**src/rtl/lcd_write_arbiter.sv**
```systemverilog
// Two-client character-write arbiter in front of an LCD controller.
// Round-robin between clients, optional string lock, per-write timeout.
module lcd_write_arbiter #(
  parameter int unsigned TIMEOUT_CYCLES = 1000000
) (
  input  logic       clkFSM,
  input  logic       resetFSM_n,
  input  logic       initDone,
  input  logic       writeDone,
  input  logic       req0,
  input  logic       req1,
  input  logic [7:0] data0,
  input  logic [7:0] data1,
  input  logic       lock0,
  input  logic       lock1,
  output logic [7:0] data,
  output logic       writeStart,
  output logic       ack0,
  output logic       ack1,
  output logic       err0,
  output logic       err1,
  output logic [1:0] grant,
  output logic       busy
);

  localparam logic [19:0] TO_LAST = 20'(TIMEOUT_CYCLES - 1);

  typedef enum logic [2:0] {
    S_WAIT_INIT,
    S_ARB,
    S_START,
    S_WAIT,
    S_ACK
  } state_t;

  state_t      r_state;
  logic        r_owner;
  logic        r_last;
  logic        r_lock;
  logic [19:0] r_cnt;
  logic [7:0]  r_data;
  logic        r_writeStart;
  logic [1:0]  r_ack;
  logic [1:0]  r_err;
  logic [1:0]  r_grant;
  logic        r_busy;

  logic [1:0]  w_req;
  logic [1:0]  w_lockn;
  logic        w_locked;
  logic        w_gnt_vld;
  logic        w_gnt_id;
  logic [7:0]  w_gnt_data;

  assign w_req      = {req1, req0};
  assign w_lockn    = {lock1, lock0};
  // The lock only holds while its owner (the last-served client) keeps lockN high.
  assign w_locked   = r_lock & w_lockn[r_last];
  assign w_gnt_data = w_gnt_id ? data1 : data0;

  always_comb begin
    w_gnt_vld = 1'b0;
    w_gnt_id  = 1'b0;
    if (w_locked) begin
      w_gnt_vld = w_req[r_last];
      w_gnt_id  = r_last;
    end else if (req0 && req1) begin
      w_gnt_vld = 1'b1;
      w_gnt_id  = ~r_last;
    end else if (req0 || req1) begin
      w_gnt_vld = 1'b1;
      w_gnt_id  = req1;
    end
  end

  always_ff @(posedge clkFSM or negedge resetFSM_n) begin
    if (!resetFSM_n) begin
      r_state      <= S_WAIT_INIT;
      r_owner      <= 1'b0;
      r_last       <= 1'b1;
      r_lock       <= 1'b0;
      r_cnt        <= '0;
      r_data       <= '0;
      r_writeStart <= 1'b0;
      r_ack        <= '0;
      r_err        <= '0;
      r_grant      <= '0;
      r_busy       <= 1'b0;
    end else begin
      r_writeStart <= 1'b0;
      r_ack        <= '0;
      r_err        <= '0;
      case (r_state)
        S_WAIT_INIT: begin
          if (initDone) r_state <= S_ARB;
        end
        S_ARB: begin
          if (!w_locked) r_lock <= 1'b0;
          if (w_gnt_vld) begin
            r_owner      <= w_gnt_id;
            r_data       <= w_gnt_data;
            r_writeStart <= 1'b1;
            r_grant      <= w_gnt_id ? 2'b10 : 2'b01;
            r_busy       <= 1'b1;
            r_state      <= S_START;
          end
        end
        S_START: begin
          r_cnt   <= '0;
          r_state <= S_WAIT;
        end
        S_WAIT: begin
          if (writeDone || r_cnt == TO_LAST) begin
            r_ack[r_owner] <= 1'b1;
            r_err[r_owner] <= ~writeDone;
            r_data         <= '0;
            r_state        <= S_ACK;
          end else begin
            r_cnt <= r_cnt + 20'd1;
          end
        end
        S_ACK: begin
          r_last  <= r_owner;
          // A timed-out write never keeps the lock.
          r_lock  <= w_lockn[r_owner] & ~(|r_err);
          r_grant <= '0;
          r_busy  <= 1'b0;
          r_state <= S_ARB;
        end
        default: r_state <= S_WAIT_INIT;
      endcase
    end
  end

  assign data       = r_data;
  assign writeStart = r_writeStart;
  assign ack0       = r_ack[0];
  assign ack1       = r_ack[1];
  assign err0       = r_err[0];
  assign err1       = r_err[1];
  assign grant      = r_grant;
  assign busy       = r_busy;

endmodule
```
**config.mk**
```make
export PLATFORM = sky130hd
export DESIGN_NAME = lcd_write_arbiter
export DESIGN_NICKNAME = d
export VERILOG_FILES = /design/src/rtl/lcd_write_arbiter.sv
export SDC_FILE = /design/constraint.sdc
export NUM_CORES = 1
export LEC_CHECK = 0
export BUFFER_PORTS_ARGS = -buffer_cell sky130_fd_sc_hd__buf_2
export CORE_MARGIN = 4
export CORE_UTILIZATION = 30
export DETAILED_ROUTE_END_ITERATION = 16
export PLACE_DENSITY_LB_ADDON = 0.15
export SLEW_MARGIN = 20
export SYNTH_ARGS = -nofsm -noshare
export SYNTH_HDL_FRONTEND = slang
export SYNTH_SLANG_ARGS = --single-unit
```
**constraint.sdc**
```tcl
create_clock -name clkFSM -period 2 [get_ports clkFSM]
set_input_delay 0 -clock clkFSM [delete_from_list [all_inputs] [get_ports clkFSM]]
set_output_delay 0 -clock clkFSM [all_outputs]
set_load 0.05 [all_outputs]
```
==> results of run 1 <==
[cells by family (layout without fill, tap and decap cells)]
logic type	Yosys count	in the layout	share of synthesized area (%)
buf+inv	15	78	3.93
compound gates	49	49	14.3
flops	42	42	49.4
mux	18	18	8.74
fa+ha+maj	1	1	0.587
simple gates	92	92	23.1
[cell type report]
type	instances	area, sq um
Fill cell	716	4140
Sequential cell	42	1050
Multi-Input combinational cell	160	996
Timing Repair Buffer	63	405
Tap cell	96	120
Clock buffer	5	68.8
Inverter	7	26.3
Clock inverter	3	25.0
[routing by layer]
layer,wire length (um),track usage [%]
met1,2450,17.7
met2,2360,19.3
met3,154,3.17
met4,57,3.71
met5,0,0
[metrics by stage]
stage | worst slack [ns] | util [%] | cell area, sq um
floorplan | 0.363 | - | 2130
detailed placement | 0.235 | 36.3 | 2480
global route | 0.0418 | 39.4 | 2690
CTS | 0.207 | 39.4 | 2690
global placement | 0.234 | 36.3 | 2480
finish | 0.206 | 39.4 | 2690
[what timing repair did]
item | 4_1_cts | 5_1_grt
endpoints found under the setup margin | 0 | 0
hold endpoints to repair | 31 | 0
hold buffers | 12 | 0
[synthesized netlist by cell type (3+ instances only)]
| cell type | number |
|---|---|
| buf_4 | 3 |
| inv_1 | 7 |
| nor4b_1 | 3 |
| o31ai_1 | 4 |
| o211ai_1 | 5 |
| a31oi_1 | 3 |
| or3_1 | 3 |
| a21oi_1 | 13 |
| nand2_1 | 31 |
| nor2_1 | 12 |
| nand3_1 | 15 |
| mux2i_1 | 15 |
| nor3_1 | 4 |
| o21ai_0 | 7 |
| dfrtp_1 | 41 |
| nand4_1 | 7 |
| nor4_1 | 3 |
| o22ai_1 | 10 |
[how the worst max path moves through the flow]
stage / from / endpoint / slack (ns)
final: r_cnt[0]$_DFFE_PN0P_ / r_cnt[14]$_DFFE_PN0P_ / 0.21
after global routing: r_cnt[11]$_DFFE_PN0P_ / r_cnt[8]$_DFFE_PN0P_ / 0.04
after CTS: r_cnt[0]$_DFFE_PN0P_ / r_cnt[14]$_DFFE_PN0P_ / 0.21
after detailed placement: r_state[1]$_DFFE_PN0P_ / r_cnt[18]$_DFFE_PN0P_ / 0.24
after global placement: r_cnt[6]$_DFFE_PN0P_ / r_cnt[18]$_DFFE_PN0P_ / 0.23
after floorplan: r_cnt[0]$_DFFE_PN0P_ / r_cnt[14]$_DFFE_PN0P_ / 0.36
[cell usage in the layout, fill, tap and decap left out, drive strengths merged, types with 2 or more instances in the layout]
cell / netlist / layout
or3: 3 / 3
nor4b: 3 / 3
buf: 6 / 51
nand4: 7 / 7
o211ai: 5 / 5
nor4: 3 / 3
inv: 7 / 8
dfrtp: 41 / 41
and3: 2 / 2
nand3: 15 / 15
clkbuf: 2 / 5
nand2: 31 / 31
mux2i: 16 / 16
o22ai: 10 / 10
nor2: 13 / 13
or2: 2 / 2
a31oi: 3 / 3
mux2: 2 / 2
dlygate4sd3: 0 / 12
or4: 3 / 3
nor3: 4 / 4
o21ai: 7 / 7
a21oi: 13 / 13
o31ai: 4 / 4
o21a: 2 / 2
[power by group through the flow]
stage	clock network, mW	logic [mW]	registers [mW]
after global routing	0.650	1.55	1.30
after floorplan	0	0.731	1.61
after detailed placement	0	1.41	1.28
after CTS	0.610	1.43	1.27
final	0.585	1.41	1.26
after global placement	0	1.41	1.28
[sequential cells by signal (all words and copies together) (netlist names), 2 cells and up]
name and flops:
r_state 3, r_ack 2, data 8, grant 2, r_cnt 20, r_err 2
[critical path, delay by kind of cell, from the launching register on]
kind	cells	cell delay (ns)
simple gates	2	0.61
flops	1	0.42
fa+ha+maj	1	0.25
compound gates	1	0.23
mux	1	0.13
buf+inv	1	0.09
==> results.cfg, run 1 <==
[hold_path]
holdPathStages = 3
hold_end = data[4]$_DFFE_PN0P_
holdCritPathClass = in2reg
hold_start = data1[4]

[final_layout]
nets = 304
layout-drive-gt1-share_pct = 24.6
area_growth_pct = 26.3
antennaDiodeCount = 0
fin_cells = 376

[floorplan]
die_area_sq_mm = 0.00852
core.rowCount = 30
start_util_pct = 31.2
die_h_um = 92.3
fp.dieW_um = 92.3
coreArea_sq_mm = 0.00683
io_pins = 40

[power]
switchingPower_mw = 1.47
peakVddDrop_mv = 0.455
pwr-share-clk_pct = 18.0
pwr-share-comb_pct = 43.2
seq_power_share_pct = 38.8
p_per_area_mw_per_mm2 = 1210
switching_share_pct = 45.0
p_total_mw = 3.26
p_int_mw = 1.79
p_leak_nw = 1.22

[route]
drc = 0
vias = 1807
route.antenna.remaining_nets = 0
via_per_inst = 4.81
drtIter0Drc = 76
wire_per_inst_um = 13.3
first_pass_iters = 4
wirelength_mm = 5.02

[worst_setup_path]
cp_slowest_stage_delay_ns = 0.50
worstSetupEndpointType = flop
rr_startpoint = r_cnt[0]$_DFFE_PN0P_
crit_path_start_kind = flop
worstSetupPathType = reg2reg
critical_path_peak_fanout = 6
cp_cell_sequence = ha_1 > inv_1 > nor2_1 > a21o_1 > or4_1 > mux2i_1
crit_required_ns = 2.23
r2r_cells = 6
r2r-end = r_cnt[14]$_DFFE_PN0P_
crit_arrival_ns = 2.02
critPathSlowestCell = or4_1
reg2reg_setup_slack_ns = 0.21

[placement]
place_congestion = 0.753
port_buffers = 39
dpl.cell_count = 356
dp_hpwl_mm = 3.62

[grt]
overflow = 0
grt_pass1_wl_mm = 8.74
first_global_vias = 1795
antenna_found_initial = 0
grt_max_degree = 26
gr-usage-all-layers_pct = 12.6

[synth]
synth.distinct_cells = 42
synth_fp_nets = 242
synth.avg_cell_area_sq_um = 9.83
synth_seq_cells = 42
ys_seq_area_share_pct = 49.4
synth_area_leaders = dfrtp_1, mux2i_1, nand2_1
yosysTopAreaCellShare_pct = 48.1
synth_edf_count = 0
synthArstFlopShare_pct = 100
yosysTopAreaCell = dfrtp_1
yosysWarnings = 0
syn_inst = 217
synth_area_sq_mm = 0.00213
synthFlopType = dfrtp_1

[clock_network]
clock-sinks = 42
cts_max_level = 2
insertion_delay_ns = 0.30
cts_root_buf = clkbuf_8
cts.clk_slew.worst_paths_ns = 0.09
clock_path_buffers = 2
cts_inserted_buffers = 5
cts_tree = done
postCtsSetupBuffers = 0
post_cts_resized = 0

[sta]
fmax_mhz = 557
rsz0062_at_grt = false
fin_skew_ns = 0.00803
max-slew-margin-rel_pct = 61.3
hold_slack_ns = -0.00404
setup_viol = 0
hold_viol_final = 1
maxSlewViolCount = 0
fin_setup_tns_ns = 0
finalCriticalPeriod_ns = 1.79
timing.final.crit_share_pct = 89.7
worst_slew_pin_slew_ns = 0.581

[flow_run]
drv_cap = 0

[outcome]
violations = negative hold slack
status = finished, violations left
Power figures use the tool's default switching activity.
==> run 2, diff against run 1 <==
--- a/config.mk
+++ b/config.mk
@@ -6,8 +6,11 @@
 export NUM_CORES = 1
 export LEC_CHECK = 0
 export BUFFER_PORTS_ARGS = -buffer_cell sky130_fd_sc_hd__buf_2
+export CELL_PAD_IN_SITES_DETAIL_PLACEMENT = 1
+export CELL_PAD_IN_SITES_GLOBAL_PLACEMENT = 2
 export CORE_MARGIN = 4
 export CORE_UTILIZATION = 30
+export CTS_CLUSTER_SIZE = 40
 export DETAILED_ROUTE_END_ITERATION = 16
 export PLACE_DENSITY_LB_ADDON = 0.15
 export SLEW_MARGIN = 20
==> run 2 against run 1 <==
The run now ends clean. Cell count is the same. Critical path depth is the same. Combinational power grew 4%. Critical path type unchanged. Largest cell class unchanged. Critical endpoint unchanged.
==> results.cfg, run 2 (synthesis gave the netlist of run 1 again) <==
[floorplan]
die_h_um = 92.3
core.rowCount = 30
fp.dieW_um = 92.3
start_util_pct = 31.2
die_area_sq_mm = 0.00852
io_pins = 40
coreArea_sq_mm = 0.00683

[sta]
setup_viol = 0
worst_slew_pin_slew_ns = 0.359
rsz0062_at_grt = false
fin_setup_tns_ns = 0
timing.final.crit_share_pct = 90.7
max-slew-margin-rel_pct = 75.9
finalCriticalPeriod_ns = 1.81
fmax_mhz = 551
fin_skew_ns = 0.00674
hold_viol_final = 0
maxSlewViolCount = 0

[grt]
overflow = 0
antenna_found_initial = 0
gr-usage-all-layers_pct = 13.6
grt_pass1_wl_mm = 9.47
first_global_vias = 1886
grt_max_degree = 43

[final_layout]
multiInputGateArea_sq_mm = 0.00100
antennaDiodeCount = 0
layout_commonest_cell = dfrtp_1
area_growth_pct = 27.2
nets = 304
seqCellArea_sq_mm = 0.00105
largest_register_ffs = 20
most-common-layout-cells = dfrtp_1, buf_2, nand2_1
fin_cells = 376
top_register = r_cnt
n_fill_cell = 818
layout-drive-gt1-share_pct = 26.1
final_area_sq_mm = 0.00271

[route]
drtIter0Drc = 72
via_per_inst = 4.86
wirelength_mm = 5.58
vias = 1826
route.antenna.remaining_nets = 0
first_pass_iters = 3
wire_per_inst_um = 14.8
drc = 0

[placement]
port_buffers = 39
dp_hpwl_mm = 3.98
place_congestion = 0.710
dpl.cell_count = 358
placed_area_sq_mm = 0.00251

[clock_network]
clock_path_buffers = 2
insertion_delay_ns = 0.29
cts_inserted_buffers = 5
clock-sinks = 42
cts.clk_slew.worst_paths_ns = 0.09
cts_root_buf = clkbuf_8
postCtsSetupBuffers = 0
cts_tree = done
cts_max_level = 2

[worst_setup_path]
rr_startpoint = r_cnt[0]$_DFFE_PN0P_
worstSetupPathType = reg2reg
crit_arrival_ns = 2.03
worstSetupEndpointType = flop
startpoint = r_cnt[0]$_DFFE_PN0P_
cp_slowest_stage_delay_ns = 0.51
crit_required_ns = 2.22
crit_path_start_kind = flop
critical_path_peak_fanout = 7
cp_cell_sequence = ha_1 > inv_1 > nor2_2 > a21o_1 > or4_1 > mux2i_1
critPathSlowestCell = or4_1

[hold_path]
hold_start = data0[0]
holdCritPathClass = in2reg

[power]
p_leak_nw = 1.23
p_per_area_mw_per_mm2 = 1210
peakVddDrop_mv = 0.341

[flow_run]
drv_cap = 0

[outcome]
status = finished, final reports clean
==> run 2: layout make-up <==
cell class | count | share of cell area (%)
clock buffer | 6 | 3.05
clock inverter | 2 | 0.461
inverter | 7 | 0.969
multi-input combinational | 160 | 37.1
sequential | 42 | 38.8
tap | 96 | 4.43
timing repair buffer | 63 | 15.2
==> run 2: worst paths after layout <==
kind	end	slack, ns	cells past startpoint
worst max register to register	r_cnt[14]$_DFFE_PN0P_	0.19	6
max in group asynchronous	r_last$_DFFE_PN1P_	1.52	3
min in group asynchronous	r_lock$_DFFE_PN0P_	0.22	3
worst min-delay path	data[0]$_DFFE_PN0P_	0.006	3
worst min register to register	busy$_DFFE_PN0P_	0.48	2
worst max-delay path	r_cnt[14]$_DFFE_PN0P_	0.19	6
==> run 2: report_power, final <==
part           switching (mW)  internal (mW)  total (mW)
Sequential              0.188           1.06        1.24
Combinational           0.961          0.499        1.46
Clock                   0.303          0.278       0.581
==> run 2: metrics by stage <==
stage | power [mW] | setup slack (ns) | hold slack [ns] | util, %
4_1_cts | 3.35 | 0.160 | 0.00167 | 39.6
5_1_grt | 3.53 | 0.0490 | 0.000950 | 39.7
6_report | 3.28 | 0.185 | 0.00635 | 39.7
3_3_place_gp | 2.72 | 0.217 | -0.00195 | 36.7
3_5_place_dp | 2.73 | 0.159 | 0.000339 | 36.7
2_1_floorplan | 2.35 | 0.363 | -0.296 | -
==> run 2: timing repair <==
| action | in CTS | in global routing |
|---|---|---|
| endpoints found under the setup margin | 0 | 2 |
| hold buffers | 10 | 0 |
| hold endpoints to repair | 50 | 0 |
| resized for setup | 0 | 2 |
==> run 2: critical path, delay by kind of cell, from the launching register on <==
kind / cells / cell delay, ns
and+or+nand+nor: 2 / 0.59
DFF: 1 / 0.42
adders and majority gates: 1 / 0.26
buffers and inverters: 1 / 0.11
AOI/OAI and AO/OA: 1 / 0.24
muxes: 1 / 0.13
==> run 2: layer usage <==
layer | up-vias | track usage, % | share of wire (%)
met5 | - | 0 | 0
met1 | 877 | 18.2 | 49
met3 | 5 | 3.01 | 3.3
met4 | 0 | 2.97 | 0.75
li1 | 918 | - | -
met2 | 26 | 22.6 | 47
